$ cat src/rtl/bcd_stopwatch_counter_pkg.sv
// rtl/bcd_stopwatch_counter_pkg.sv - shared constants and helpers for the BCD stopwatch counter
package bcd_stopwatch_counter_pkg;

    localparam logic [3:0] BCD_MAX    = 4'd9;
    localparam int         NUM_DIGITS = 4;
    localparam logic       DIR_UP     = 1'b1;
    localparam logic       DIR_DOWN   = 1'b0;

    // Out-of-range nibbles load as zero so the count never leaves BCD.
    function automatic logic [3:0] sanitize_nib(input logic [3:0] nib);
        return (nib > BCD_MAX) ? 4'd0 : nib;
    endfunction

endpackage

$ cat src/rtl/bcd_stopwatch_counter_bcd_digit.sv
// rtl/bcd_stopwatch_counter_bcd_digit.sv - single decade up/down counter with carry/borrow out
import bcd_stopwatch_counter_pkg::*;

module bcd_digit (
    input  logic       clk,
    input  logic       rst,
    input  logic       step,
    input  logic       up,
    input  logic       load,
    input  logic [3:0] load_nib,
    output logic [3:0] q,
    output logic       carry,
    output logic       borrow
);

    assign carry  = (q == BCD_MAX) && (up == DIR_UP) && step;
    assign borrow = (q == 4'd0) && (up == DIR_DOWN) && step;

    always_ff @(posedge clk or posedge rst) begin
        if (rst) begin
            q <= 4'd0;
        end else if (load) begin
            q <= load_nib;
        end else if (step) begin
            if (up == DIR_UP) begin
                q <= (q == BCD_MAX) ? 4'd0 : q + 4'd1;
            end else begin
                q <= (q == 4'd0) ? BCD_MAX : q - 4'd1;
            end
        end
    end

endmodule

$ cat src/rtl/bcd_stopwatch_counter.sv
// rtl/bcd_stopwatch_counter.sv - four-digit BCD up/down counter with prescaler, load and wrap pulse
import bcd_stopwatch_counter_pkg::*;

module bcd_stopwatch_counter #(
    parameter int TICK_DIV = 50_000_000
) (
    input  logic        CLOCK_50,
    input  logic        reset,
    input  logic        en,
    input  logic        up,
    input  logic        load,
    input  logic [15:0] load_val,
    output logic [15:0] digits,
    output logic        tick,
    output logic        wrap
);

    localparam int             PW       = (TICK_DIV > 1) ? $clog2(TICK_DIV) : 1;
    localparam logic [PW-1:0]  PRE_LAST = PW'(TICK_DIV - 1);

    logic [PW-1:0]         pre;
    logic [NUM_DIGITS-1:0] step;
    logic [NUM_DIGITS-1:0] carry;
    logic [NUM_DIGITS-1:0] borrow;

    assign tick = en && (pre == PRE_LAST) && !reset;

    always_ff @(posedge CLOCK_50 or posedge reset) begin
        if (reset) begin
            pre <= '0;
        end else if (load) begin
            pre <= '0;
        end else if (en) begin
            pre <= (pre == PRE_LAST) ? '0 : pre + PW'(1);
        end
    end

    // Each higher digit steps only when every lower digit rolled over on this tick.
    assign step[0] = tick;

    genvar k;
    generate
        for (k = 0; k < NUM_DIGITS; k++) begin : g_digit
            if (k > 0) begin : g_chain
                assign step[k] = carry[k-1] | borrow[k-1];
            end
            bcd_digit u_digit (
                .clk      (CLOCK_50),
                .rst      (reset),
                .step     (step[k]),
                .up       (up),
                .load     (load),
                .load_nib (sanitize_nib(load_val[4*k +: 4])),
                .q        (digits[4*k +: 4]),
                .carry    (carry[k]),
                .borrow   (borrow[k])
            );
        end
    endgenerate

    always_ff @(posedge CLOCK_50 or posedge reset) begin
        if (reset) begin
            wrap <= 1'b0;
        end else if (load) begin
            wrap <= 1'b0;
        end else begin
            wrap <= carry[NUM_DIGITS-1] | borrow[NUM_DIGITS-1];
        end
    end

endmodule

$ cat config.mk
export PLATFORM = sky130hd
export DESIGN_NAME = bcd_stopwatch_counter
export DESIGN_NICKNAME = d
export VERILOG_FILES = /design/src/rtl/bcd_stopwatch_counter_pkg.sv /design/src/rtl/bcd_stopwatch_counter_bcd_digit.sv /design/src/rtl/bcd_stopwatch_counter.sv
export SDC_FILE = /design/constraint.sdc
export NUM_CORES = 1
export LEC_CHECK = 0
export CAP_MARGIN = 20
export CORE_UTILIZATION = 50
export DETAILED_ROUTE_END_ITERATION = 10
export PLACE_DENSITY_LB_ADDON = 0.3
export RECOVER_POWER = 100
export SLEW_MARGIN = 20
export SYNTH_ARGS = -nofsm -noshare
export SYNTH_HDL_FRONTEND = slang
export SYNTH_SLANG_ARGS = --single-unit
$ cat constraint.sdc
create_clock -name CLOCK_50 -period 1.9 [get_ports CLOCK_50]
set_input_delay 0.19 -clock CLOCK_50 [delete_from_list [all_inputs] [get_ports CLOCK_50]]
set_output_delay 0.19 -clock CLOCK_50 [all_outputs]
set_load 0.01 [all_outputs]
Word-level counts from Yosys, hierarchy flattened --
Index checks and enable logic that the tools add are counted.
Word-level totals: output and inout port bits 18, word-level logic and storage cells 85, bits in registers 43, input port bits 21
Operators by class: muxes and demuxes 28, bitwise logic cells 5, reductions and logical operators 28, $add $sub $neg 9, eq/ne operators 5, $lt $le $gt $ge 4
Operator list (count):
- $mux W4 | 24
- $mux W26 | 3
- $add A26 B1 Y26 const B | 1
- $eq A26 B26 Y1 const B | 1
- $logic_and A1 B1 Y1 | 18
- $add A4 B1 Y4 const B | 4
- $eq A4 B4 Y1 const B | 4
- $gt A4 B4 Y1 const B | 4
- $logic_not A4 Y1 | 4
- $sub A4 B1 Y4 const B | 4
- $reduce_bool A2 Y1 | 5
- $or A1 B1 Y1 | 4
- $logic_not A1 Y1 | 1
- $mux W1 | 1
- $not A1 Y1 | 1

Longest topological paths before layout --
Gate-level depths: netlist of run 1.
depth after elaboration 12, gate-level depth with buffers 7, gate-level depth less buffers 6

Hierarchy --
A second synthesis of run 1 with hierarchy kept.
Second synthesis, totals: cell total of the unflattened synthesis 371, area total of the unflattened synthesis 3129.3 µm²
Modules (own cells, without submodules):
- bcd_stopwatch_counter | times used 1, seq. area each 675.6 µm², cells each 187, area each 1617.8 µm²
- bcd_digit | times used 4, seq. area each 100.1 µm², cells each 46, area each 377.9 µm²

Worst setup path after synthesis of run 1 --
Ideal clock, no wire load.
kind reg2reg, start point reg g_digit[0].u_digit.q[3], end point reg g_digit[2].u_digit.q[3], path buffers 2, data required time 1.760 ns, setup time 0.140 ns, path slack -0.289 ns, stages on the path, launching flop included 8, arrival 2.049 ns, clock period less this slack 2.189 ns, cells stage by stage dfrtp_1 -> buf_2 -> or3_1 -> a2111o_1 -> nor4_4 -> buf_6 -> mux2i_1 -> o32ai_1
On the way: cells in the longest elaborated chain, start to end 7, elaborated cells between the ends (all ways) 11, classes of those cells eq/ne (1); bitwise (2); reduce/logical (8)
Ends and longest elaborated chain:
- from (decl) | line bcd_stopwatch_counter_bcd_digit.sv:11 | output logic [3:0] q,
- from (signal assigned) | line bcd_stopwatch_counter_bcd_digit.sv:23 | q <= load_nib;
- from (signal assigned) | line bcd_stopwatch_counter_bcd_digit.sv:26 | q <= (q == BCD_MAX) ? 4'd0 : q + 4'd1;
- from (signal assigned) | line bcd_stopwatch_counter_bcd_digit.sv:28 | q <= (q == 4'd0) ? BCD_MAX : q - 4'd1;
- $eq A4 B4 Y1 or $logic_not A4 Y1 (tied branches) | line bcd_stopwatch_counter_bcd_digit.sv:16, bcd_stopwatch_counter_bcd_digit.sv:17
- $logic_and A1 B1 Y1, on equally long branches (2 in a row) | line bcd_stopwatch_counter_bcd_digit.sv:16, bcd_stopwatch_counter_bcd_digit.sv:17
- $or A1 B1 Y1 * | line bcd_stopwatch_counter.sv:45 | assign step[k] = carry[k-1] | borrow[k-1];
- $logic_and A1 B1 Y1, on equally long branches | line bcd_stopwatch_counter_bcd_digit.sv:16, bcd_stopwatch_counter_bcd_digit.sv:17
- $or A1 B1 Y1 * | line bcd_stopwatch_counter.sv:45
- $reduce_bool A2 Y1 (no source line) *
- to (signal assigned) | line bcd_stopwatch_counter_bcd_digit.sv:23
- to (signal assigned) | line bcd_stopwatch_counter_bcd_digit.sv:26
- to (signal assigned) | line bcd_stopwatch_counter_bcd_digit.sv:28
- to (decl) | line bcd_stopwatch_counter_bcd_digit.sv:11
Every way passes the cells marked *; elsewhere a longest branch is shown, timed or not. A chain may end at the register's enable or synchronous reset.

Final worst setup path of run 1 --
start point reg pre[10], end point reg g_digit[2].u_digit.q[2]
On the way: cells in the longest elaborated chain, start to end 8, elaborated cells between the ends (all ways) 10, classes of those cells eq/ne (1); bitwise (2); reduce/logical (7)
Ends and longest elaborated chain:
- from (decl) | line bcd_stopwatch_counter.sv:21 | logic [PW-1:0] pre;
- from (signal assigned) | line bcd_stopwatch_counter.sv:34 | pre <= (pre == PRE_LAST) ? '0 : pre + PW'(1);
- $eq A26 B26 Y1 * | line bcd_stopwatch_counter.sv:26 | assign tick = en && (pre == PRE_LAST) && !reset;
- $logic_and A1 B1 Y1 * (2 in a row) | line bcd_stopwatch_counter.sv:26
- $logic_and A1 B1 Y1, on equally long branches | line bcd_stopwatch_counter_bcd_digit.sv:16, bcd_stopwatch_counter_bcd_digit.sv:17
- $or A1 B1 Y1 * | line bcd_stopwatch_counter.sv:45
- $logic_and A1 B1 Y1, on equally long branches | line bcd_stopwatch_counter_bcd_digit.sv:16, bcd_stopwatch_counter_bcd_digit.sv:17
- $or A1 B1 Y1 * | line bcd_stopwatch_counter.sv:45
- $reduce_bool A2 Y1 (no source line) *
Marks and branches as above.

==> results of run 1 <==
-- kinds of logic after synthesis --
| family | count (synthesis) | share of synthesized area [%] |
|---|---|---|
| DFF | 43 | 36.21 |
| and+or+nand+nor | 160 | 29.14 |
| muxes | 7 | 2.442 |
| buffers and inverters | 35 | 4.800 |
| adders and majority gates | 1 | 0.4210 |
| AOI/OAI and AO/OA | 86 | 18.74 |
| xor gates and xnor gates | 28 | 8.253 |
-- metal layers --
metal  vias up  global-route usage (%)
met5         -                       0
met4         0                   8.545
met3        18                   4.368
met2        63                   50.00
met1      1491                   29.33
li1       1493                       -
-- worst reg2reg max path, stage by stage (launching register included) --
cell	delay (ns)
dfrtp_1	0.41
nor4_4	0.31
nand4_1	0.18
buf_4	0.19
nor4_4	0.35
buf_4	0.18
mux2_4	0.29
o22ai_2	0.08
-- what timing repair did --
action	in CTS	in global routing
gates cloned	0	0
gates resized for setup	9	36
setup endpoints to repair	23	44
setup buffers	0	7
pin swaps	0	19
hold buffers	0	0
-- flip-flops by register name (all words and copies together) (netlist names) --
register / count
g_digit.u_digit.q: 16
pre: 26
wrap: 1
-- worst min path at each step --
stage                               to   startpoint  cells past startpoint  slack, ns
3_3_place_gp                   pre[23]      pre[23]                      2       0.53
6_report       g_digit[0].u_digit.q[1]  load_val[1]                      3       0.48
4_1_cts                         pre[7]        reset                      3       0.33
3_5_place_dp                   pre[23]      pre[23]                      2       0.53
2_1_floorplan  g_digit[0].u_digit.q[1]  load_val[3]                      1       0.28
5_1_grt        g_digit[0].u_digit.q[1]  load_val[1]                      3       0.49
-- cell usage after synthesis (7+ instances only) --
library cell,number
xnor2_1,14
nor3_1,10
a31oi_1,7
nor2_1,38
inv_1,8
clkbuf_1,21
nand3_1,18
o21ai_0,22
nand2_1,28
nand4_1,14
a21oi_1,18
xor2_1,14
dfrtp_1,43
nor4_1,7
-- cell type report --
class / instances / area, um^2
flip-flops and latches: 43 / 1076
multi-input cells: 282 / 1916
repair buffers: 107 / 914.6
well taps: 72 / 90.09
clock buffers: 5 / 68.82
clock inverters: 3 / 67.56
fillers: 407 / 1445
inverters: 8 / 30.03
-- power by group --
group          internal (uW)  switching, uW
Combinational            233            237
Clock                    524            327
Sequential               945           50.7
-- through the flow --
stage	hold slack, ns	cells
after floorplan	0.2791	360
after global placement	0.5265	505
after detailed placement	0.5315	505
after CTS	0.3271	513
after global routing	0.4929	520
final	0.4774	520
==> qor.txt, run 1 <==
Outcome -> finished with violations
Failing checks -> setup timing
Finished Cell Area -> 4163 um^2
Yosys reg bits -> 43
Die area -> 6255 um^2
Slew HR -> 28.15%
Initial DRC Count -> 153
Buffers and inverters on the worst path -> 2
Setup ws final -> -0.1616 ns
CTS tree -> built
Cell Area, Synth -> 2972 um^2
Port Buffers -> 38
Core area -> 5608 um^2
Gr ovfl total -> 0
Post-Syn Nets -> 382
Uppermost layer routed -> met4
Seq/Total Area, Yosys -> 36.21%
Antenna cells -> 0
DRC errors left -> 0
Crit path largest cell delay -> 0.41 ns
Routed length on met2 -> 4540 um
Worst hold path class -> in2reg
Total GRT Usage -> 26.27%
Starting Density -> 52.99%
ANT nets after route -> 0
Fmax achieved -> 485.1 MHz
Synth area leader -> dfrtp_1
Row cnt -> 27
Main flop type after synthesis -> dfrtp_1
Crit-path slowest cell -> dfrtp_1
Pwr Total -> 2317 uW
Yosys Warn Count -> 0
Aggregate negative setup slack -> -1.252 ns
Vias per cell -> 5.894
Max cap viols -> 0
HPWL after DPL -> 5610 um
Met1 wire length -> 3278 um
Clk Latency, worst-skew pair -> 0.30 ns
Synthesized area per cell -> 8.254 um^2
Unique masters post-synth -> 56
Core Util, Final -> 74.23%
Cells on worst reg2reg path -> 7
Required time worst endpoint -> 2.13 ns
Worst path depth -> 7
DRT Pass-1 Iters -> 4
Maximum clock path buffer count -> 2
Post-synth EDFFs -> 0
Inserted Clock Buffers -> 5
Ports -> 39
Initial antenna violation count -> 0
Global-route wire length before repair -> 12,890 um
CTS Root Cell -> clkbuf_8
Die X-Extent -> 79.09 um
Metal3 WL -> 267 um
Pin count of the biggest net entering global routing -> 44
Area Growth Syn to Fin -> 40.08%
Mapped Cells -> 360
Layout cells sized above 1 -> 24.55%
Leak pwr -> 0.001816 uW
Tcrit/Tclk final -> 108.5%
Vias -> 3,065
CP Cell Sequence -> nor4_4, nand4_1, buf_4, nor4_4, buf_4, mux2_4, o22ai_2
GP Congestion -> 0.9159
Flop2flop setup slack -> -0.16 ns
CP max FO -> 3
Most frequent cells in the layout -> buf_4, dfrtp_1, nor2_1
Placed Area -> 3832 um^2
Post-synth top area share -> 36.21%
Clock-pin transition on the worst setup and hold timing paths -> 0.09 ns
Largest delay share family, worst path -> simple AND/OR/NAND/NOR gates
Post-synthesis async set-or-reset flop share -> 100.0%
Synth area leaders -> dfrtp_1, nor2_1, xnor2_1
Slew Viols, Final -> 0
Nets -> 469
VDD IR max -> 536.3 uV
Die height -> 79.09 um
Post-Place Setup Slack -> -0.3734 ns
Setup Skew -> 0.009168 ns
WL final -> 8237 um
Commonest non-fill, non-tap cell in the layout -> buf_4
CP startpoint -> pre[10]
CP endpoint kind -> flip-flop
Max H-tree Level -> 2
Worst r2r src -> pre[10]
Final critical-path required period -> 2.062 ns
Vias in the first global route -> 2,909
Tightest Pin Transition -> 1.078 ns
WL/cell -> 15.84 um
Reg2reg end -> g_digit[2].u_digit.q[2]
Crit start category -> flip-flop
Critical path class -> reg2reg
Clock sink total -> 43
Final Hold Viols -> 0
Finish-stage setup viols -> 18
Pwr/cell area -> 556.5 nW/um^2
Unrepaired setup endpoints after global routing -> yes
Crit path DAT -> 2.29 ns
Crit path capture -> g_digit[2].u_digit.q[2]
No activity file was read; power rests on OpenSTA's default activity.
==> inputs of run 2 (changes only) <==
--- a/config.mk
+++ b/config.mk
@@ -7,8 +7,9 @@
 export LEC_CHECK = 0
 export CAP_MARGIN = 20
 export CORE_UTILIZATION = 50
+export CTS_BUF_LIST = sky130_fd_sc_hd__clkbuf_8
 export DETAILED_ROUTE_END_ITERATION = 10
-export PLACE_DENSITY_LB_ADDON = 0.3
+export PLACE_DENSITY = 0.84
 export RECOVER_POWER = 100
 export SLEW_MARGIN = 20
 export SYNTH_ARGS = -nofsm -noshare
==> qor.txt, run 2 (synthesis gave the netlist of run 1 again) <==
Outcome -> finished with violations
Failing checks -> setup timing
Setup Skew -> 0.008869 ns (-0.0002988 ns)
CTS Root Cell -> clkbuf_8
Ports -> 39 (unchanged)
Max reg flops -> 26 (unchanged)
Total GRT Usage -> 27.84% (+1.6 points)
Antenna cells -> 0 (unchanged)
Area Growth Syn to Fin -> 40.04% (about the same)
Unrepaired setup endpoints after global routing -> yes
Critical path class -> reg2reg
Post-Place Setup Slack -> -0.4302 ns (-0.05674 ns)
Core area -> 5608 um^2 (unchanged)
Die height -> 79.09 um (unchanged)
Reg2reg end -> g_digit[1].u_digit.q[2]
Most frequent cells in the layout -> buf_4, dfrtp_1, nor2_1
WHS -> 0.4832 ns (+0.005767 ns)
GP Congestion -> 0.9136 (-0.25%)
Die area -> 6255 um^2 (unchanged)
Biggest regs -> pre: 26 flops, g_digit.u_digit.q: 16 flops, wrap: 1 flops
Required time worst endpoint -> 2.13 ns (about the same)
WL/cell -> 17.42 um (+10%)
Tcrit/Tclk final -> 112.8% (+4.3 points)
Core Util, Final -> 74.21% (about the same)
Final Hold Viols -> 0 (unchanged)
Global-route wire length before repair -> 13,620 um (+5.7%)
Crit start category -> flip-flop
Hold Path Cell Cnt -> 3 (unchanged)
VDD IR max -> 321.8 uV (-40%)
DRC errors left -> 0 (unchanged)
Cells on worst reg2reg path -> 7 (unchanged)
Slew Viols, Final -> 0 (unchanged)
Pin count of the biggest net entering global routing -> 44 (unchanged)
Flop2flop setup slack -> -0.24 ns (-0.08 ns)
Fmax achieved -> 466.5 MHz (-3.8%)
Vias in the first global route -> 2,979 (+2.4%)
Worst r2r src -> g_digit[0].u_digit.q[0]
Max H-tree Level -> 2 (unchanged)
Starting Density -> 52.99% (unchanged)
Initial antenna violation count -> 0 (unchanged)
DRT Pass-1 Iters -> 5 (+1)
CP max FO -> 2 (-1)
Clock sink total -> 43 (unchanged)
Worst hold start -> load_val[4]
WL final -> 9076 um (+10%)
Setup ws final -> -0.2437 ns (-0.08208 ns)
Finish-stage setup viols -> 18 (unchanged)
Clk Latency, worst-skew pair -> 0.30 ns (about the same)
Port Buffers -> 38 (unchanged)
Max cap viols -> 0 (unchanged)
Die X-Extent -> 79.09 um (unchanged)
HPWL after DPL -> 5579 um (-0.54%)
Inserted Clock Buffers -> 5 (unchanged)
Tightest Pin Transition -> 1.101 ns (+0.02315 ns)
Biggest register -> pre
Gr ovfl total -> 0 (unchanged)
Initial DRC Count -> 290 (+90%)
Commonest non-fill, non-tap cell in the layout -> buf_4
CP endpoint kind -> flip-flop
Maximum clock path buffer count -> 2 (unchanged)
Pwr/cell area -> 501.5 nW/um^2 (-9.9%)
Final critical-path required period -> 2.144 ns (+0.08208 ns)
Clock-pin transition on the worst setup and hold timing paths -> 0.08 ns (about the same)
Crit path DAT -> 2.37 ns (+0.08 ns)
Leak pwr -> 0.001815 uW (about the same)
Layout cells sized above 1 -> 25.61% (+1.1 points)
Nets -> 471 (+0.43%)
Vias per cell -> 6.219 (+5.5%)
CTS tree -> built
ANT nets after route -> 0 (unchanged)
Row cnt -> 27 (unchanged)
Vias -> 3,240 (+5.7%)
Slew HR -> 26.61% (-1.5 points)
Worst hold path class -> in2reg
Hold endpoint -> g_digit[1].u_digit.q[0]
run 2: cell count changes in the layout (fill, tap and decap cells not counted), sizes merged:
| cell | before | now |
|---|---|---|
| clkdlybuf4s50 | 19 | 20 |
| clkinv | 0 | 1 |
| clkbuf | 6 | 11 |
| bufinv | 2 | 0 |
| dlygate4sd3 | 18 | 17 |
| buf | 69 | 67 |
| clkinvlp | 1 | 0 |
run 2: cell type report:
cell class                      count  area [um^2]
Clock buffer                        6        82.58
Clock inverter                      1        5.005
Fill cell                         395         1446
Inverter                            8        30.03
Multi-Input combinational cell    282         1946
Sequential cell                    43         1076
Tap cell                           72        90.09
Timing Repair Buffer              109        932.1
run 2: how the worst max path moves through the flow:
stage	startpoint	endpoint	slack [ns]	depth (start not counted)
4_1_cts	g_digit[0].u_digit.q[0]	g_digit[1].u_digit.q[1]	-0.16	7
2_1_floorplan	g_digit[0].u_digit.q[3]	g_digit[2].u_digit.q[3]	-0.17	7
3_3_place_gp	up	g_digit[2].u_digit.q[3]	-0.35	7
6_report	g_digit[0].u_digit.q[0]	g_digit[1].u_digit.q[2]	-0.24	7
3_5_place_dp	up	g_digit[2].u_digit.q[1]	-0.43	7
5_1_grt	g_digit[0].u_digit.q[0]	g_digit[1].u_digit.q[2]	-0.28	7
run 2: repair_timing:
action                                  4_1_cts  5_1_grt
cloned                                        1        0
setup buffers                                 5       13
endpoints found under the setup margin       21       27
hold buffers                                  0        0
pin swaps                                     9       20
resized for setup                            25       30
run 2: stage by stage:
| stage | power [uW] | TNS, ns | cells | cell area (um^2) |
|---|---|---|---|---|
| final | 2087 | -2.748 | 521 | 4161 |
| after CTS | 2075 | -0.9229 | 512 | 3989 |
| after detailed placement | 1484 | -5.410 | 501 | 3790 |
| after global placement | 1468 | -4.533 | 501 | 3790 |
| after floorplan | 1279 | -0.9610 | 360 | 2990 |
| after global routing | 2188 | -4.206 | 521 | 4161 |
run 2: critical path, cell delays in order, from the launching register on:
cell and delay [ns]:
dfrtp_1 0.39, or3_4 0.39, a2111o_1 0.44, buf_6 0.15
nor3_4 0.16, buf_4 0.16, mux2_4 0.30, o22ai_2 0.08
run 2: layer usage:
layer | vias up | global-route usage [%] | share of wire [%]
li1 | 1495 | - | -
met1 | 1543 | 31.76 | 38
met2 | 162 | 50.09 | 52
met3 | 40 | 4.368 | 5.7
met4 | 0 | 14.00 | 4.3
met5 | - | 0 | 0
run 2: where the power goes:
part | internal, uW | switching, uW
Sequential | 945 | 51.9
Combinational | 240 | 254
Clock | 285 | 311
